[config.mk]
export PLATFORM = sky130hd
export DESIGN_NAME = pc_sequencer
export DESIGN_NICKNAME = d
export VERILOG_FILES = /design/src/rtl/pc_sequencer.sv
export SDC_FILE = /design/constraint.sdc
export NUM_CORES = 1
export LEC_CHECK = 0
export BUFFER_PORTS_ARGS = -buffer_cell sky130_fd_sc_hd__clkbuf_2
export CORE_ASPECT_RATIO = 1.25
export CORE_MARGIN = 2
export CORE_UTILIZATION = 47
export CTS_CLUSTER_DIAMETER = 50
export DETAILED_ROUTE_END_ITERATION = 8
export GPL_TIMING_DRIVEN = 0
export MAX_ROUTING_LAYER = met4
export PLACE_DENSITY = 0.91
export SLEW_MARGIN = 5
export SYNTH_ARGS = -nofsm -noshare
export SYNTH_HDL_FRONTEND = slang
export SYNTH_SLANG_ARGS = --single-unit
[constraint.sdc]
create_clock -name clk -period 2.94 [get_ports clk]
set_input_delay 0.588 -clock clk [delete_from_list [all_inputs] [get_ports clk]]
set_output_delay 0.588 -clock clk [all_outputs]
set_load 0.05 [all_outputs]
[src/rtl/pc_sequencer.sv]
// pc_sequencer: fetch-stage PC redirect arbiter.
// Picks the next PC from exception/interrupt, eret, branch, stall and PC+4.
// Outputs are combinational from state and inputs, so a redirect takes effect
// in the same cycle it is requested.
// Optional feature: define PC_SEQ_PERF_EN to add the stall_cnt/flush_cnt
// performance counters.
module pc_sequencer #(
  parameter logic [31:0] RESET_PC     = 32'h0000_3000,
  parameter logic [31:0] EXC_VECTOR   = 32'h0000_4180,
  parameter int unsigned FLUSH_CYCLES = 2
) (
  input  logic        clk,
  input  logic        reset,
  input  logic [31:0] pc_cur,
  input  logic        stall,
  input  logic        br_take,
  input  logic [31:0] br_target,
  input  logic        exc_req,
  input  logic        int_req,
  input  logic        md_busy,
  input  logic        eret_req,
  input  logic [31:0] epc,
  input  logic        epc_busy,
`ifdef PC_SEQ_PERF_EN
  output logic [15:0] stall_cnt,
  output logic [15:0] flush_cnt,
`endif
  output logic        pc_en,
  output logic [31:0] npc,
  output logic        flush,
  output logic        int_ack,
  output logic        exc_taken
);

  typedef enum logic [1:0] {RUN, STALL, ERET_WAIT, FLUSH} state_e;

  localparam logic [2:0] FLUSH_LOAD = 3'(FLUSH_CYCLES);

  state_e      state_q, state_d;
  logic [2:0]  fcnt_q, fcnt_d;
  logic        ipend_q, ipend_d;
  logic [31:0] pc_seq;
  logic        int_ok;

  assign pc_seq = pc_cur + 32'd4;  // wraps naturally at 2^32
  // An interrupt needs a latched request that is still asserted and no mult/div in flight.
  assign int_ok = ipend_q & int_req & ~md_busy;

  // Arbitrate redirect sources and compute outputs and next state.
  always_comb begin
    // NOTE: every signal gets a default here so no path can infer a latch.
    pc_en     = 1'b1;
    npc       = pc_seq;
    flush     = 1'b0;
    int_ack   = 1'b0;
    exc_taken = 1'b0;
    state_d   = state_q;
    fcnt_d    = fcnt_q;
    ipend_d   = int_req;

    if (reset) begin
      npc     = RESET_PC;
      state_d = RUN;
      fcnt_d  = '0;
      ipend_d = 1'b0;
    end else if (exc_req || int_ok) begin
      // Exception wins over a simultaneous interrupt; the interrupt stays pending.
      npc       = EXC_VECTOR;
      exc_taken = 1'b1;
      int_ack   = int_ok & ~exc_req;
      flush     = (state_q == FLUSH);
      state_d   = FLUSH;
      fcnt_d    = FLUSH_LOAD;
      if (int_ok && !exc_req) ipend_d = 1'b0;
    end else begin
      unique case (state_q)
        RUN, STALL: begin
          if (eret_req) begin
            if (!epc_busy) begin
              npc     = epc;
              state_d = FLUSH;
              fcnt_d  = FLUSH_LOAD;
            end else begin
              pc_en   = 1'b0;
              npc     = pc_cur;
              state_d = ERET_WAIT;
            end
          end else if (stall) begin
            pc_en   = 1'b0;
            npc     = pc_cur;
            state_d = STALL;
          end else begin
            if (br_take) npc = br_target;
            state_d = RUN;
          end
        end
        ERET_WAIT: begin
          if (!epc_busy) begin
            npc     = epc;
            state_d = FLUSH;
            fcnt_d  = FLUSH_LOAD;
          end else begin
            pc_en = 1'b0;
            npc   = pc_cur;
          end
        end
        FLUSH: begin
          // Wrong-path instructions: ignore branch, eret and stall.
          flush = 1'b1;
          if (fcnt_q <= 3'd1) begin
            state_d = RUN;
            fcnt_d  = '0;
          end else begin
            fcnt_d = fcnt_q - 3'd1;
          end
        end
        default: state_d = RUN;
      endcase
    end
  end

  // Register sequencer state; reset is folded into the next-state logic above.
  always_ff @(posedge clk) begin
    // NOTE: sequential state uses non-blocking assignments to avoid ordering races.
    state_q <= state_d;
    fcnt_q  <= fcnt_d;
    ipend_q <= ipend_d;
  end

`ifdef PC_SEQ_PERF_EN
  logic [15:0] stall_cnt_q, flush_cnt_q;

  // Saturating counters for stalled-PC cycles and flush cycles.
  always_ff @(posedge clk) begin
    if (reset) begin
      stall_cnt_q <= '0;
      flush_cnt_q <= '0;
    end else begin
      if (!pc_en && stall_cnt_q != 16'hFFFF) stall_cnt_q <= stall_cnt_q + 16'd1;
      if (state_q == FLUSH && flush_cnt_q != 16'hFFFF) flush_cnt_q <= flush_cnt_q + 16'd1;
    end
  end

  assign stall_cnt = stall_cnt_q;
  assign flush_cnt = flush_cnt_q;
`endif

endmodule
==> results of run 1 <==
worst max path at each step:
stage,cells after the start,endpoint,slack (ns)
final,8,npc[21],0.03
after global routing,8,npc[21],-0.14
after CTS,8,npc[30],-0.009
after detailed placement,9,npc[10],-0.56
after global placement,9,npc[29],-0.52
after floorplan,5,npc[1],-0.18
per-stage QoR:
stage                     area (um^2)  power, uW  util [%]  instances  TNS (ns)
after floorplan                  2840        543         -        416    -0.348
after detailed placement         3590        741      66.4        613    -11.86
final                            3980        936      73.6        619         0
after global routing             3980        987      73.6        619    -0.459
after CTS                        3800        895      70.4        613   -0.0150
after global placement           3590        727      66.4        613    -11.48
power by group through the flow:
| stage | clock, uW | sequential (uW) | combinational, uW |
|---|---|---|---|
| global route | 134 | 96.7 | 756 |
| finish | 129 | 95.8 | 712 |
| CTS | 128 | 89.3 | 678 |
| global placement | 0 | 89.7 | 638 |
| floorplan | 0 | 89.4 | 453 |
| detailed placement | 0 | 90.1 | 651 |
metal layers:
metal  vias up  GRT usage [%]  wire length, um
li1       1837              -                -
met1      1824           41.3             3980
met2       363           58.5             5460
met3        73           4.51             1290
met4         0           17.7              546
met5         -              -                0
sequential cells by signal, indices dropped and copies added (netlist names):
signal / count
state_q: 2
fcnt_q: 3
ipend_q: 1
synth_stat cells (all sizes together) (5+ instances only):
master,number
nor3,19
mux2i,24
a31oi,6
dfxtp,6
nor4,6
xnor2,21
a22oi,6
o21ai,21
a21oi,31
nand2b,6
nand2,58
o221ai,5
nand3,12
o22ai,34
nor2,35
mux2,12
buf,14
clkbuf,28
nand4,5
inv,12
a221oi,13
layout make-up:
type	instances	area, um^2
repair buffers	142	881
inverters	12	45.0
clock buffers	3	41.3
plain buffers	36	175
well taps	64	80.1
flip-flops and latches	6	120
multi-input cells	356	2640
fillers	417	1430
cell families (layout without fill, tap and decap cells):
group	Yosys count	count (layout)
adders and majority gates	2	2
xor gates and xnor gates	25	25
DFF	6	6
buffers and inverters	54	193
AOI/OAI and AO/OA	134	134
and+or+nand+nor	159	159
muxes	36	36
timing repair:
action / in CTS / in global routing
resized for setup: 49 / 58
pin swaps: 2 / 16
setup buffers: 0 / 9
setup endpoints to repair: 33 / 32
placed cells by master, fill, tap and decap left out, types with 5 or more instances in the layout:
| cell type | synthesis | routed |
|---|---|---|
| a221oi_2 | 1 | 5 |
| a21oi_1 | 31 | 24 |
| nor3_2 | 1 | 8 |
| buf_4 | 1 | 16 |
| dfxtp_1 | 6 | 6 |
| mux2i_1 | 24 | 24 |
| o21ai_0 | 21 | 21 |
| clkbuf_4 | 0 | 5 |
| xnor2_1 | 21 | 18 |
| a221oi_4 | 0 | 6 |
| a22oi_1 | 6 | 6 |
| buf_8 | 0 | 8 |
| clkbuf_1 | 28 | 12 |
| clkbuf_2 | 0 | 121 |
| o221ai_1 | 5 | 5 |
| nand2b_1 | 6 | 5 |
| nand4_1 | 5 | 5 |
| nor2_1 | 35 | 34 |
| buf_2 | 7 | 8 |
| nor3_1 | 18 | 10 |
| clkbuf_8 | 0 | 8 |
| mux2_2 | 12 | 12 |
| o22ai_1 | 33 | 29 |
| nand2_1 | 58 | 57 |
| a21oi_2 | 0 | 6 |
| nand3_1 | 11 | 9 |
| inv_1 | 11 | 11 |
==> flow_metrics.tcl, run 1 <==
set metrics [dict create \
    status "completed" \
    tritoncts "built" \
    cp_slowest_stage_delay_ns 0.40 \
    clkTransAtPathRegs_ns 0.04 \
    rows 30 \
    drt_iter0_markers 462 \
    wl_per_cell_um 18.2 \
    finalHoldViolCount 0 \
    internal_power_uw 436 \
    wirelength_um 11300 \
    rrSetupSlack_ns 1.06 \
    grt_util_all_layers_pct 35.1 \
    synth_compound_area_share_pct 33.7 \
    clkLatencyLatePin_ns 0.23 \
    regToRegStartpoint "state_q[0]$_SDFFE_PP0P_" \
    synth.top_cell.area_share_pct 9.19 \
    yosysWarningCount 0 \
    synth_nets 523 \
    die_h_um 87.4 \
    postCtsHoldBufs 0 \
    netlist_instances 416 \
    pwr-share-clk_pct 13.7 \
    gp_congestion 0.972 \
    syn2layout_area_growth_pct 52.2 \
    p_per_area_nw_per_um2 235 \
    ys_ff_latch 6 \
    clock_sinks 6 \
    portBuffers 133 \
    synth-adder-area-share_pct 0.957 \
    num_vias 4097 \
    drv_slew 0 \
    synthTopCellsByArea "mux2i_1 (9.2%), nand2_1 (8.3%), o22ai_1 (7.9%)" \
    worstHoldEndpoint "ipend_q$_SDFF_PP0_" \
    yosysSeqAreaShare_pct 4.60 \
    crit_chain "clkbuf_2, nand2_1, or3_1, buf_2, nor3_2, xnor2_1, a221oi_2, clkbuf_4" \
    synth_mux_area_share_pct 14.4 \
    dieArea_um2 6180 \
    worst_slew_pin_slew_ns 0.804 \
    synthSimpleGateAreaFrac_pct 29.5 \
    synth_top_family_by_area "compound AO/OA/AOI/OAI gates" \
    antenna_found_initial 0 \
    drc 0 \
    max-vdd-ir-drop_v 0.000133 \
    slew_headroom_pct 46.4 \
    synth_edf_count 0 \
    max_freq_mhz 343 \
    hold-worst-slack_ns 0.530 \
    diodes 0 \
    core-area_um2 5410 \
    yosys.cell_types.count 57 \
    reg2reg_to "fcnt_q[2]$_SDFFE_PP0P_" \
    syn_avg_cell_area_um2 6.28 \
    cp-startpoint "pc_cur[5]" \
    yosys.area.top_type "mux2i_1" \
    grt_overflow 0 \
    critPathLaunchType "input pin" \
    drtPass1Iterations 5 \
    p_comb_share_pct 76.0 \
    setup.worst_path.end_class "output port" \
    fin_crit_ns 2.91 \
    p_sw_uw 501 \
    async_flop_share_pct 0 \
    drive_gt1_share_pct 42.5 \
    initial_core_util_pct 48.4 \
    die_x_um 70.7 \
    grt_first_pass_wirelength_um 17400 \
    h-tree-depth 1 \
    place_ws_ns -0.559 \
    cp.buffers_inverters 3 \
    hold_path_class "register to register" \
    cp_max_fo 8 \
    antenna_left 0 \
    synth-xor-area-share_pct 8.38 \
    finalWorstSetupSlack_ns 0.0274 \
    ios 141 \
    finalClockSkew_ns 0.00173 \
    rsz0062_at_grt "yes" \
    numCtsBuffers 3 \
    crit_family "simple AND/OR/NAND/NOR gates" \
    swShare_pct 53.5 \
    cts_buffer_depth 2 \
    p_seq_share_pct 10.2 \
    worstPathArrival_ns 2.32 \
    maxCapViolations 0 \
    nets 664 \
    synth_area_um2 2610 \
    dpl.hpwl_um 8250 \
    worst-setup-path-type "input pin to output port" \
    setup_viol 0 \
    root_buffer "clkbuf_8" \
    p_leak_uw 0.00171 \
    slowest_stage "or3_1" \
    grt_pass1_vias 3847 \
    finalCritPeriodShare_pct 99.1 \
    min-delay-start "ipend_q$_SDFF_PP0_" \
    cp.required_ns 2.35 \
    grt_max_degree 13 \
    ff2ff_path_depth 5 \
    vias_per_cell 6.62 \
    hold_depth 1 \
    ys.flop_type "dfxtp_1" \
]
Power figures use the tool's default switching activity.
==> inputs of run 2 (changes only) <==
--- a/config.mk
+++ b/config.mk
@@ -5,6 +5,7 @@
 export SDC_FILE = /design/constraint.sdc
 export NUM_CORES = 1
 export LEC_CHECK = 0
+export ABC_AREA = 1
 export BUFFER_PORTS_ARGS = -buffer_cell sky130_fd_sc_hd__clkbuf_2
 export CORE_ASPECT_RATIO = 1.25
 export CORE_MARGIN = 2
==> run 2 against run 1 <==
Core utilization down 9.7 points. Worst hold slack worse by 0.0078 ns. Critical path depth up 3. First-iteration DRC count down 26%. Die area up 2.7%. Sequential cell count unchanged. Synthesized cell count up 31%. Via count up 5.9%. Power down 13%. Register-to-register slack better by 0.21 ns.
==> flow_metrics.tcl, run 2 <==
set metrics [dict create \
    status "completed" \
    synthTopCellsByCount "nand2_1 (188), nor2_1 (81), o21ai_0 (53)" \
    rrSetupSlack_ns 1.27 \
    h-tree-depth 1 \
    top_register "fcnt_q" \
    diodes 0 \
    fillers 589 \
    syn_avg_cell_area_um2 4.92 \
    regToRegStartpoint "state_q[1]$_SDFFE_PP0P_" \
    grt_first_pass_wirelength_um 18400 \
    met2_usage_pct 67.5 \
    finalClockSkew_ns 0.00343 \
    setup_viol 0 \
    initial_core_util_pct 49.1 \
    vias_per_cell 5.77 \
    core-area_um2 5480 \
    die_h_um 88.6 \
    fin_crit_ns 2.85 \
    drt_iter0_markers 344 \
    clkTransAtPathRegs_ns 0.03 \
    worstPathArrival_ns 2.26 \
    grt_max_degree 11 \
    crit_top_cell "nand2_1" \
    cp.required_ns 2.35 \
    hold_depth 2 \
    synthMostInstantiatedCell "nand2_1" \
    ys.flop_type "dfxtp_1" \
    yosys.area.top_type "nand2_1" \
    cp_slowest_stage_delay_ns 0.30 \
    ys_ff_latch 6 \
    drc 0 \
    grt_util_all_layers_pct 37.8 \
    hold_path_class "register to register" \
    antenna_found_initial 0 \
    grt_pass1_vias 3926 \
    layout_commonest_cell "nand2_1" \
    postCtsHoldBufs 0 \
    synthTopCellsByArea "nand2_1 (26%), nor2_1 (11%), o21ai_0 (9.9%)" \
    clock_sinks 6 \
    cp_max_fo 5 \
    utilization_pct 63.9 \
    drv_slew 0 \
    rsz0062_at_grt "no" \
    max-vdd-ir-drop_v 0.000286 \
    finalCritPeriodShare_pct 97.0 \
    wl_per_cell_um 16.2 \
    rows 30 \
    layout_common_cells "nand2_1 (187), clkbuf_2 (137), nor2_1 (81), o21ai_0 (53), inv_1 (47)" \
    grt_overflow 0 \
    dieArea_um2 6350 \
    die_x_um 71.7 \
    finalWorstSetupSlack_ns 0.0880 \
    slowest_stage "nor3_1" \
    tritoncts "built" \
    ff2ff_path_depth 6 \
    largest_register_ffs 3 \
    root_buffer "clkbuf_8" \
    reg2reg_to "fcnt_q[1]$_SDFFE_PP0P_" \
    antenna_left 0 \
    synth_edf_count 0 \
    setup.worst_path.end_class "output port" \
    min-delay-start "fcnt_q[0]$_SDFFE_PP0P_" \
    yosysWarningCount 0 \
    gp_congestion 1.02 \
    synth_area_um2 2690 \
    netlist_instances 547 \
    async_flop_share_pct 0 \
    finalHoldViolCount 0 \
    yosysSeqAreaShare_pct 4.47 \
    synth.top_cell.area_share_pct 26.2 \
    worst_slew_pin_slew_ns 0.590 \
    drive_gt1_share_pct 27.6 \
    ios 141 \
    place_ws_ns 0.0116 \
    clkLatencyLatePin_ns 0.22 \
    numCtsBuffers 3 \
    dpl.hpwl_um 9720 \
    maxCapViolations 0 \
    crit_chain "clkbuf_2, ha_1, nand2_1, nor2_1, nand2_2, nor3_1, xor2_1, nand2_1, nand2_1, inv_1, clkbuf_2" \
    portBuffers 138 \
    largestRegisters "fcnt_q: 3 flops, state_q: 2 flops, ipend_q: 1 flops" \
    p_per_area_nw_per_um2 234 \
    nets 797 \
    worstHoldEndpoint "fcnt_q[0]$_SDFFE_PP0P_" \
    num_vias 4337 \
    drtPass1Iterations 5 \
    critPathLaunchType "input pin" \
    cts_buffer_depth 2 \
    setup_tns_ns 0 \
    max_freq_mhz 351 \
    worst-setup-path-type "input pin to output port" \
    slew_headroom_pct 60.7 \
    synth_nets 654 \
    grt_busiest_layer "met2" \
    grt_use_met3_pct 1.94 \
    yosys.cell_types.count 33 \
    wirelength_um 12200 \
    grtUsageMet1_pct 44.3 \
    p_leak_uw 0.00182 \
    syn2layout_area_growth_pct 30.3 \
]
[run 2: final cells by class]
type                    count  area (um^2)  area share [%]
plain buffers              27          145            4.14
well taps                  64         80.1            2.29
clock buffers               3         41.3            1.18
multi-input cells         463         2230            63.8
repair buffers            138          691            19.7
flip-flops and latches      6          120            3.43
inverters                  51          191            5.46
[run 2: power breakdown]
group | switching (uW) | total (uW) | internal, uW
Combinational | 416 | 604 | 188
Clock | 34.4 | 122 | 87.9
Sequential | 4.22 | 91.7 | 87.5
[run 2: critical path: cells and delay by family]
family,cells,cell delay (ns)
and+or+nand+nor,6,0.86
adders and majority gates,1,0.24
buffers and inverters,3,0.40
xor gates and xnor gates,1,0.17
[run 2: repair_timing]
item | 4_1_cts | 5_1_grt
endpoints found under the setup margin | 0 | 13
setup buffers | 0 | 0
gates resized for setup | 0 | 2
[run 2: worst max path at each step]
stage,startpoint,to,slack (ns),depth (start not counted)
2_1_floorplan,reset,int_ack,0.11,2
3_3_place_gp,reset,npc[9],-0.004,8
3_5_place_dp,reset,npc[9],0.01,8
4_1_cts,reset,npc[9],0.006,8
5_1_grt,pc_cur[2],npc[20],0.0009,11
6_report,pc_cur[2],npc[20],0.09,11
[run 2: cells by family after synthesis]
logic type	count (synthesis)	synth area share (%)
adder cells (fa/ha/maj)	2	0.931
AND/OR/NAND/NOR	317	48.0
flip-flops	6	4.47
AO/OA/AOI/OAI	129	29.2
XOR/XNOR	15	4.89
buffers and inverters	78	12.5
[run 2: stage by stage]
step | std cells | hold slack, ns | total power (uW) | area [um^2]
2_1_floorplan | 547 | 0.475 | 478 | 2690
3_3_place_gp | 749 | 0.500 | 671 | 3460
3_5_place_dp | 749 | 0.515 | 679 | 3460
4_1_cts | 752 | 0.524 | 806 | 3500
5_1_grt | 752 | 0.581 | 869 | 3500
6_report | 752 | 0.522 | 818 | 3500
[run 2: metal layers]
layer | vias up | share of wire (%)
met1 | 1926 | 39
met3 | 36 | 9.5
met5 | - | 0
met4 | 0 | 2.9
met2 | 286 | 49
li1 | 2089 | -
==> inputs of run 3 (changes only) <==
--- a/config.mk
+++ b/config.mk
@@ -6,15 +6,16 @@
 export NUM_CORES = 1
 export LEC_CHECK = 0
 export ABC_AREA = 1
-export BUFFER_PORTS_ARGS = -buffer_cell sky130_fd_sc_hd__clkbuf_2
 export CORE_ASPECT_RATIO = 1.25
-export CORE_MARGIN = 2
-export CORE_UTILIZATION = 47
+export CORE_MARGIN = 3
+export CORE_UTILIZATION = 55
 export CTS_CLUSTER_DIAMETER = 50
 export DETAILED_ROUTE_END_ITERATION = 8
+export DONT_BUFFER_PORTS = 1
 export GPL_TIMING_DRIVEN = 0
 export MAX_ROUTING_LAYER = met4
-export PLACE_DENSITY = 0.91
+export PLACE_DENSITY = 0.78
+export SETUP_SLACK_MARGIN = 0.3
 export SLEW_MARGIN = 5
 export SYNTH_ARGS = -nofsm -noshare
 export SYNTH_HDL_FRONTEND = slang
==> run 3 against run 2 <==
Clock-buffer cell count is the same. Clock power is 7% higher. Final cell count decreased by 19%. Die area fell by 9.1%. Maximum frequency is 9.5% higher. Worst setup slack improved by 0.25 ns. Power decreased by 5.8%. Critical path depth fell by 4. Largest power group unchanged. Highest routed layer unchanged.
==> flow_metrics.tcl, run 3 (synthesized netlist as in run 2, its figures left out) <==
set metrics [dict create \
    layout_common_cells "nand2_1 (185), nor2_1 (77), o21ai_0 (51), inv_1 (41), nand3_1 (24)" \
    root_buffer "clkbuf_8" \
    fin_area_um2 3140 \
    cts_buffer_depth 2 \
    placed_area_um2 2820 \
    wirelength_um 12000 \
    portBuffers 0 \
    slew_headroom_pct 20.8 \
    cp.required_ns 2.35 \
    grt_max_degree 11 \
    nets 661 \
    rsz0062_at_grt "yes" \
    wl_per_cell_um 19.7 \
    die_h_um 84.2 \
    antenna_found_initial 0 \
    cp.buffers_inverters 2 \
    max_freq_mhz 384 \
    finalHoldViolCount 0 \
    largestRegisters "fcnt_q: 3 flops, state_q: 2 flops, ipend_q: 1 flops" \
    grt_pass1_vias 3836 \
    finalClockSkew_ns 0.00584 \
    antenna_left 0 \
    slowest_stage "a21oi_4" \
    worst-setup-path-type "input pin to output port" \
    cp_slowest_stage_delay_ns 0.35 \
    drc 0 \
    drt_iter0_markers 513 \
    core-area_um2 4560 \
    crit_chain "inv_1, nand2_1, buf_2, nor2_1, a211oi_1, nand2_1, a21oi_4" \
    postCtsHoldBufs 0 \
    cp_max_fo 10 \
    fin_crit_ns 2.60 \
    clkLatencyLatePin_ns 0.23 \
    p_leak_uw 0.00125 \
    ios 141 \
    p_per_area_nw_per_um2 246 \
    h-tree-depth 1 \
    crit_family "compound AO/OA/AOI/OAI gates" \
    grt_first_pass_wirelength_um 17900 \
    largest_register_ffs 3 \
    diodes 0 \
    max-vdd-ir-drop_v 0.000285 \
    clock_sinks 6 \
    setup_viol 0 \
    vias_per_cell 6.42 \
    worst_slew_pin_slew_ns 1.18 \
    syn2layout_area_growth_pct 16.6 \
    drtPass1Iterations 5 \
    setup.worst_path.end_class "output port" \
    layout_commonest_cell "nand2_1" \
    clkTransAtPathRegs_ns 0.04 \
    num_vias 3916 \
    maxCapViolations 0 \
    finalCritPeriodShare_pct 88.6 \
    crit_top_cell "nand2_1" \
    gp_congestion 1.09 \
    dpl.hpwl_um 9010 \
    critPathLaunchType "input pin" \
    drive_gt1_share_pct 16.5 \
    hold_path_class "input pin to register" \
    status "completed" \
    grt_util_all_layers_pct 41.3 \
    hold-worst-slack_ns 0.496 \
    grt_overflow 0 \
    dieArea_um2 5770 \
    worstPathArrival_ns 2.02 \
    die_x_um 68.5 \
    drv_slew 0 \
    rows 27 \
    numCtsBuffers 3 \
    top_register "fcnt_q" \
    initial_core_util_pct 59.0 \
    tritoncts "built" \
]
==> run 3: cell types whose count changed in the layout (fill, tap and decap cells not counted), sizes merged <==
cell / delta
inv: -4
clkbuf: -136
clkinvlp: +4
==> run 3: timing repair <==
item	CTS	global route
pin swaps	1	4
gates resized for setup	34	25
gates cloned	0	0
setup endpoints to repair	24	25
setup buffers	0	2
==> run 3: report_power, final <==
part / total [uW] / internal [uW] / switching, uW / leakage [uW]
combinational: 549 / 145 / 404 / 0.00118
sequential: 91.9 / 87.5 / 4.44 / 0.0000497
clock: 130 / 88.4 / 41.3 / 0.0000216
==> run 3: layer usage <==
metal / vias to the layer above / wire length (um) / track usage [%]
li1: 1817 / - / -
met1: 1720 / 4220 / 43.9
met2: 313 / 5920 / 69.0
met3: 66 / 1200 / 5.89
met4: 0 / 670 / 25.5
met5: - / 0 / -
==> run 3: area by class of cell <==
| class | instances | area (um^2) |
|---|---|---|
| Sequential cell | 6 | 120 |
| Clock buffer | 3 | 41.3 |
| Tap cell | 58 | 72.6 |
| Buffer | 27 | 168 |
| Timing Repair Buffer | 2 | 15.0 |
| Fill cell | 448 | 1430 |
| Inverter | 51 | 206 |
| Multi-Input combinational cell | 463 | 2510 |
==> run 3: path summary, 6_finish.rpt <==
check                                  to  slack [ns]  cells after the start                     from
setup / recovery                  npc[28]        0.34                      7                    stall
hold / removal         ipend_q$_SDFF_PP0_        0.50                      2                  int_req
setup reg to reg  state_q[0]$_SDFFE_PP0P_        1.44                      5  state_q[1]$_SDFFE_PP0P_
hold reg to reg    fcnt_q[0]$_SDFFE_PP0P_        0.51                      2   fcnt_q[0]$_SDFFE_PP0P_
==> run 3: stage by stage <==
step	std cells	TNS [ns]	power (uW)	utilization (%)	setup slack, ns
4_1_cts	608	0	743	67.3	0.293
2_1_floorplan	547	0	488	-	0.304
6_report	610	0	771	68.8	0.336
3_3_place_gp	605	-0.834	559	61.8	-0.227
5_1_grt	610	0	813	68.8	0.284
3_5_place_dp	605	-0.829	570	61.8	-0.232
